==> src/rtl/mem_sys_ctrl.sv <==
// Handshaked memory-system access engine: decodes ROM / RAM / MMIO, inserts
// per-region wait states, steers byte lanes and flags illegal accesses.
//
// state  | meaning
// IDLE   | waiting for req_i; latches the request and loads the wait counter
// WAIT   | counting down wait states; result sampled when counter reaches 0
// DONE   | ready_o pulse with rdata_o/err_o; write has been committed
module mem_sys_ctrl #(
  parameter int          DATA_WIDTH = 32,
  parameter logic [31:0] RAM_BASE   = 32'h1000_0000,
  parameter int          RAM_DEPTH  = 64,
  parameter logic [31:0] MMIO_BASE  = 32'h7FFF_0000,
  parameter int          ROM_WAIT   = 1,
  parameter int          RAM_WAIT   = 0
) (
  input  logic                  clk,
  input  logic                  reset,
  input  logic                  req_i,
  input  logic                  we_i,
  input  logic [1:0]            size_i,
  input  logic [DATA_WIDTH-1:0] addr_i,
  input  logic [DATA_WIDTH-1:0] wdata_i,
  output logic [DATA_WIDTH-1:0] rdata_o,
  output logic                  ready_o,
  output logic                  err_o,
  output logic                  busy_o,
  output logic [DATA_WIDTH-1:0] rom_addr_o,
  input  logic [DATA_WIDTH-1:0] rom_data_i,
  input  logic [DATA_WIDTH-1:0] gpio_in_i,
  output logic [DATA_WIDTH-1:0] gpio_out_o
);

  localparam int          AW         = $clog2(RAM_DEPTH);
  localparam logic [31:0] RAM_BYTES  = 32'(4 * RAM_DEPTH);
  localparam logic [3:0]  ROM_WAIT_C = 4'(ROM_WAIT);
  localparam logic [3:0]  RAM_WAIT_C = 4'(RAM_WAIT);

  typedef enum logic [1:0] {S_IDLE = 2'd0, S_WAIT = 2'd1, S_DONE = 2'd2} state_t;
  typedef enum logic [1:0] {RG_ROM, RG_RAM, RG_MMIO, RG_NONE} region_t;

  state_t      r_state, w_next_state;
  logic        r_we;
  logic [1:0]  r_size;
  logic [31:0] r_addr, r_wdata;
  logic [3:0]  r_cnt;
  logic [31:0] r_rdata, r_gpio_out, r_cycle, r_rom_addr;
  logic        r_err;
  logic [31:0] r_ram [RAM_DEPTH];

  logic          w_accept, w_finish, w_commit;
  region_t       w_region;
  logic [31:0]   w_ram_off, w_mmio_off;
  logic [AW-1:0] w_ram_idx;
  logic [1:0]    w_mmio_idx, w_lane;
  logic          w_misalign, w_region_err, w_err;
  logic [31:0]   w_src, w_shifted, w_rdata;
  logic [3:0]    w_lane_en;
  logic [31:0]   w_wdata_sh, w_merged;

  assign rdata_o    = r_rdata;
  assign err_o      = r_err;
  assign rom_addr_o = r_rom_addr;
  assign gpio_out_o = r_gpio_out;

  always_comb begin
    w_next_state = r_state;
    w_accept     = 1'b0;
    w_finish     = 1'b0;
    ready_o      = 1'b0;
    busy_o       = 1'b0;
    case (r_state)
      S_IDLE: begin
        if (req_i) begin
          w_accept     = 1'b1;
          w_next_state = S_WAIT;
        end
      end
      S_WAIT: begin
        busy_o = 1'b1;
        if (r_cnt == 4'd0) begin
          w_finish     = 1'b1;
          w_next_state = S_DONE;
        end
      end
      S_DONE: begin
        ready_o      = 1'b1;
        w_next_state = S_IDLE;
      end
      default: w_next_state = S_IDLE;
    endcase
  end

  // Offsets wrap to large values below each base, so one compare bounds each window.
  assign w_ram_off  = r_addr - RAM_BASE;
  assign w_mmio_off = r_addr - MMIO_BASE;
  assign w_ram_idx  = w_ram_off[AW+1:2];
  assign w_mmio_idx = w_mmio_off[3:2];
  assign w_lane     = r_addr[1:0];

  always_comb begin
    w_region = RG_NONE;
    if (r_addr < RAM_BASE)
      w_region = RG_ROM;
    else if (w_ram_off < RAM_BYTES)
      w_region = RG_RAM;
    else if (w_mmio_off < 32'd16)
      w_region = RG_MMIO;
  end

  always_comb begin
    w_misalign   = 1'b0;
    w_region_err = 1'b0;
    case (r_size)
      2'b01:   w_misalign = w_lane[0];
      2'b10:   w_misalign = |w_lane;
      default: w_misalign = 1'b0;
    endcase
    case (w_region)
      RG_ROM:  w_region_err = r_we;
      RG_RAM:  w_region_err = 1'b0;
      RG_MMIO: w_region_err = (r_size != 2'b10) || (w_mmio_idx == 2'd3) ||
                              (r_we && (w_mmio_idx != 2'd0));
      default: w_region_err = 1'b1;
    endcase
    w_err = (r_size == 2'b11) || w_misalign || w_region_err;
  end

  always_comb begin
    w_src = '0;
    case (w_region)
      RG_ROM:  w_src = rom_data_i;
      RG_RAM:  w_src = r_ram[w_ram_idx];
      RG_MMIO: begin
        case (w_mmio_idx)
          2'd0:    w_src = r_gpio_out;
          2'd1:    w_src = gpio_in_i;
          // value the counter holds during the DONE cycle
          2'd2:    w_src = r_cycle + 32'd1;
          default: w_src = '0;
        endcase
      end
      default: w_src = '0;
    endcase

    w_shifted = w_src >> {w_lane, 3'b000};
    w_rdata   = w_shifted;
    w_lane_en = 4'b1111;
    case (r_size)
      2'b00: begin
        w_rdata   = {24'd0, w_shifted[7:0]};
        w_lane_en = 4'b0001 << w_lane;
      end
      2'b01: begin
        w_rdata   = {16'd0, w_shifted[15:0]};
        w_lane_en = 4'b0011 << w_lane;
      end
      default: begin
        w_rdata   = w_shifted;
        w_lane_en = 4'b1111;
      end
    endcase

    w_wdata_sh = r_wdata << {w_lane, 3'b000};
    w_merged   = w_src;
    for (int i = 0; i < 4; i++) begin
      if (w_lane_en[i])
        w_merged[8*i +: 8] = w_wdata_sh[8*i +: 8];
    end
  end

  assign w_commit = w_finish && !w_err && r_we && !reset;

  always_ff @(posedge clk) begin
    if (reset) begin
      r_state    <= S_IDLE;
      r_we       <= 1'b0;
      r_size     <= 2'b00;
      r_addr     <= '0;
      r_wdata    <= '0;
      r_cnt      <= 4'd0;
      r_rdata    <= '0;
      r_err      <= 1'b0;
      r_gpio_out <= '0;
      r_cycle    <= '0;
      r_rom_addr <= '0;
    end else begin
      r_state <= w_next_state;
      r_cycle <= r_cycle + 32'd1;
      if (w_accept) begin
        r_we       <= we_i;
        r_size     <= size_i;
        r_addr     <= addr_i;
        r_wdata    <= wdata_i;
        r_rom_addr <= addr_i & ~32'h3;
        r_cnt      <= (addr_i < RAM_BASE) ? ROM_WAIT_C : RAM_WAIT_C;
      end else if ((r_state == S_WAIT) && (r_cnt != 4'd0)) begin
        r_cnt <= r_cnt - 4'd1;
      end
      if (w_finish) begin
        r_err   <= w_err;
        r_rdata <= w_err ? '0 : w_rdata;
        if (w_commit && (w_region == RG_MMIO))
          r_gpio_out <= r_wdata;
      end
    end
  end

  always_ff @(posedge clk) begin
    if (w_commit && (w_region == RG_RAM))
      r_ram[w_ram_idx] <= w_merged;
  end

endmodule

==> config.mk <==
export PLATFORM = sky130hd
export DESIGN_NAME = mem_sys_ctrl
export DESIGN_NICKNAME = d
export VERILOG_FILES = /design/src/rtl/mem_sys_ctrl.sv
export SDC_FILE = /design/constraint.sdc
export NUM_CORES = 2
export LEC_CHECK = 0
export CAP_MARGIN = 20
export CORE_MARGIN = 2
export CORE_UTILIZATION = 40
export CTS_CLUSTER_SIZE = 12
export DETAILED_ROUTE_END_ITERATION = 7
export DONT_BUFFER_PORTS = 1
export GPL_TIMING_DRIVEN = 0
export PLACE_DENSITY_LB_ADDON = 0.08
export SKIP_CTS_REPAIR_TIMING = 1
export SLEW_MARGIN = 10
export SYNTH_ARGS = -nofsm -noshare
export SYNTH_HDL_FRONTEND = slang
export SYNTH_SLANG_ARGS = --single-unit
export TNS_END_PERCENT = 50
==> constraint.sdc <==
create_clock -name clk -period 15.1 [get_ports clk]
set_input_delay 4.53 -clock clk [delete_from_list [all_inputs] [get_ports clk]]
set_output_delay 4.53 -clock clk [all_outputs]
set_load 0.03 [all_outputs]
==> results.yml <==
outcome:
  outcome: "complete, no violations"
critical_path:
  crit_path_start_kind: "input port"
  path_max_fanout: 10
  path_cells: "nor4_4 -> and4_1 -> nand3_1 -> nor2_4 -> buf_16 -> buf_16 -> buf_16"
  path_common_cell: "buf_16"
  critical_path.max_stage_delay_ns: 0.87
  crit_required_ns: 15.71
  worstSetupPathType: "in -> reg"
  crit_arrival_ns: 7.97
  end_kind: "register"
  cpMaxStageDelayCell: "nor2_4"
pwr:
  power_w: 0.0139
  powerDensity_mw_per_mm2: 133
  ir_worst_vdd_v: 0.0000926
  leakagePower_nw: 33.1
floorplanning:
  fp.dieW_um: 471
  die_h_um: 471
  io_pins: 233
  initial_core_util: 0.402
  dieArea_mm2: 0.222
  core-area_mm2: 0.217
  fp-row-count: 171
routing:
  ant_nets: 0
  dr.pass1.iters: 8
  drt_iter0_drc: 8778
  drc: 0
  via_per_inst: 6.52
  wl_per_cell_um: 46.7
  routed-wl-met2_um: 166000
  wl_met3_um: 45000
  met1_length_um: 143000
  vias: 52500
  finalWirelength_um: 376000
  routed.top_layer: "met5"
global_route:
  grt_pass1_wl_um: 488000
  antenna_found_initial: 27
  grt_pass1_vias: 49600
  gr-total-overflow: 0
  grt_max_degree: 65
  grt_usage: 0.336
clocking:
  clockRootBuffer: "clkbuf_16"
  tritoncts: "yes"
  clock_path_buffers: 3
  clkTransAtPathRegs_ns: 0.06
  cts_buffers: 234
  clk_latency_ns: 0.93
  clkSinkCount: 2218
  ctsHtreeMaxLevel: 4
synthesis:
  ys_seq_area_frac: 0.743
  synth_async_sr_flop_share: 0
  ys_warn_count: 0
  synth.avg_cell_area_um2: 19.4
  yosysMostFrequentCell: "edfxtp_1"
  yosysTopAreaCell: "edfxtp_1"
  yosys-top-cells-area: "edfxtp_1, mux4_2, dfxtp_1"
  synthFlopType: "edfxtp_1"
  synth_cell_types: 83
  synth_top_area_share: 0.704
  synth_edf_count: 2048
  synth_cells: 4507
  synth_common_cells: "edfxtp_1, mux4_2, nand2_1"
  postSynthRegisterBits: 2218
  syn_area_mm2: 0.0874
sta:
  skew_ns: 0.0678
  finalMaxSlewViolations: 0
  period_needed_ns: 7.36
  finalHoldViolCount: 0
  slew_headroom: 0.155
  setup_viol: 0
  finalCritPeriodShare: 0.488
  max_freq_mhz: 136
  worstMarginPinSlew_ns: 1.27
  rsz0062_at_grt: "no"
placement:
  hpwl_um: 266000
  dp_cells: 7602
  io_buffers: 0
  place.gp.congestion: 0.952
job:
  cap_violations: 0
worst_hold_path:
  hold_path_class: "reg -> reg"
final_layout:
  layout.nets: 5130
  area_growth_pct: 19.5
  final_cell_count_no_fill: 8053
  drive_gt1_frac: 0.282
==> cells by family (layout without fill, tap and decap cells) <==
| family | count (synthesis) | after routing | share of synthesized area |
|---|---|---|---|
| flops | 2218 | 2218 | 0.743 |
| simple gates | 866 | 866 | 0.0449 |
| buf+inv | 309 | 991 | 0.0197 |
| mux | 662 | 662 | 0.157 |
| fa+ha+maj | 6 | 6 | 0.000859 |
| xor+xnor | 27 | 27 | 0.00271 |
| compound gates | 418 | 418 | 0.0324 |
| other cells | 1 | 11 | 0.0000429 |
==> through the flow <==
step / hold slack (ns) / setup TNS [ns] / instance area [um^2] / util / worst slack, ns
final: 0.469 / 0 / 104000 / 0.481 / 7.74
after global routing: 0.496 / 0 / 104000 / 0.481 / 7.86
after CTS: 0.471 / 0 / 104000 / 0.481 / 7.96
after detailed placement: 0.460 / 0 / 97100 / 0.447 / 6.99
after global placement: 0.461 / -20.39 / 91000 / 0.419 / -0.344
after floorplan: 0.431 / 0 / 87400 / - / 6.94
==> placed cells by master (no fill, tap or decap), types with 15 or more instances in the layout <==
| cell type | netlist | layout |
|---|---|---|
| a211oi_1 | 25 | 25 |
| a21oi_1 | 110 | 107 |
| a22oi_1 | 29 | 29 |
| buf_12 | 2 | 120 |
| buf_16 | 0 | 95 |
| buf_2 | 58 | 71 |
| buf_4 | 66 | 73 |
| buf_6 | 26 | 36 |
| clkbuf_1 | 118 | 172 |
| clkbuf_16 | 0 | 235 |
| clkbuf_2 | 0 | 25 |
| clkbuf_8 | 0 | 16 |
| clkinv_1 | 3 | 46 |
| clkinv_2 | 0 | 36 |
| dfxtp_1 | 170 | 170 |
| edfxtp_1 | 2048 | 2048 |
| mux2_2 | 28 | 20 |
| mux2i_1 | 72 | 72 |
| mux4_2 | 562 | 562 |
| nand2_1 | 405 | 404 |
| nand2b_1 | 15 | 15 |
| nand3_1 | 55 | 55 |
| nand3b_1 | 36 | 36 |
| nand4_1 | 29 | 29 |
| nor2_1 | 201 | 129 |
| nor2_4 | 0 | 67 |
| nor2b_1 | 24 | 23 |
| nor3_1 | 20 | 18 |
| o21ai_0 | 57 | 53 |
| o22ai_1 | 39 | 31 |
| xor2_1 | 16 | 16 |
==> routing by layer <==
layer  vias to the layer above  GRT usage
met5                         -          0
met2                      3826      0.500
met4                        24      0.157
met3                       839      0.102
li1                      19400          -
met1                     28400      0.452
==> final timing paths <==
| kind | startpoint | to | slack [ns] | cells after the start |
|---|---|---|---|---|
| max | reset | r_ram[19][25]$_DFFE_PP_ | 7.74 | 7 |
| min | r_wdata[26]$_SDFFE_PP0P_ | gpio_out_o[26]$_SDFFE_PP0P_ | 0.47 | 2 |
| max reg2reg | r_addr[4]$_SDFFE_PP0P_ | r_ram[54][9]$_DFFE_PP_ | 7.88 | 13 |
| min reg2reg | r_wdata[26]$_SDFFE_PP0P_ | gpio_out_o[26]$_SDFFE_PP0P_ | 0.47 | 2 |
==> flip-flops by register name, indices dropped and copies added, names as in the netlist <==
| name | cells |
|---|---|
| r_ram | 2048 |
| gpio_out_o | 32 |
| r_addr | 32 |
| r_cycle | 32 |
| r_wdata | 32 |
| rdata_o | 32 |
| r_cnt | 4 |
| r_size | 2 |
| r_state | 2 |
| err_o | 1 |
| r_we | 1 |
==> area by class of cell <==
cell class | instances | area (um^2)
diodes | 9 | 22.5
clock inverters | 106 | 886
inverters | 18 | 67.6
well taps | 2854 | 3570
clock buffers | 330 | 6400
fillers | 18000 | 113000
repair buffers | 246 | 5320
flip-flops and latches | 2218 | 64900
multi-input cells | 1981 | 21600
plain buffers | 291 | 1690
==> report_power, final <==
group	switching, W	internal, W
clock	0.00250	0.00309
sequential	0.0000371	0.00692
combinational	0.000968	0.000404
==> worst max-delay path, delay by kind of cell <==
kind | cells | cell delay (ns)
simple gates | 4 | 2.72
buf+inv | 3 | 0.63
Note: power is estimated with default switching activity, not from simulation.
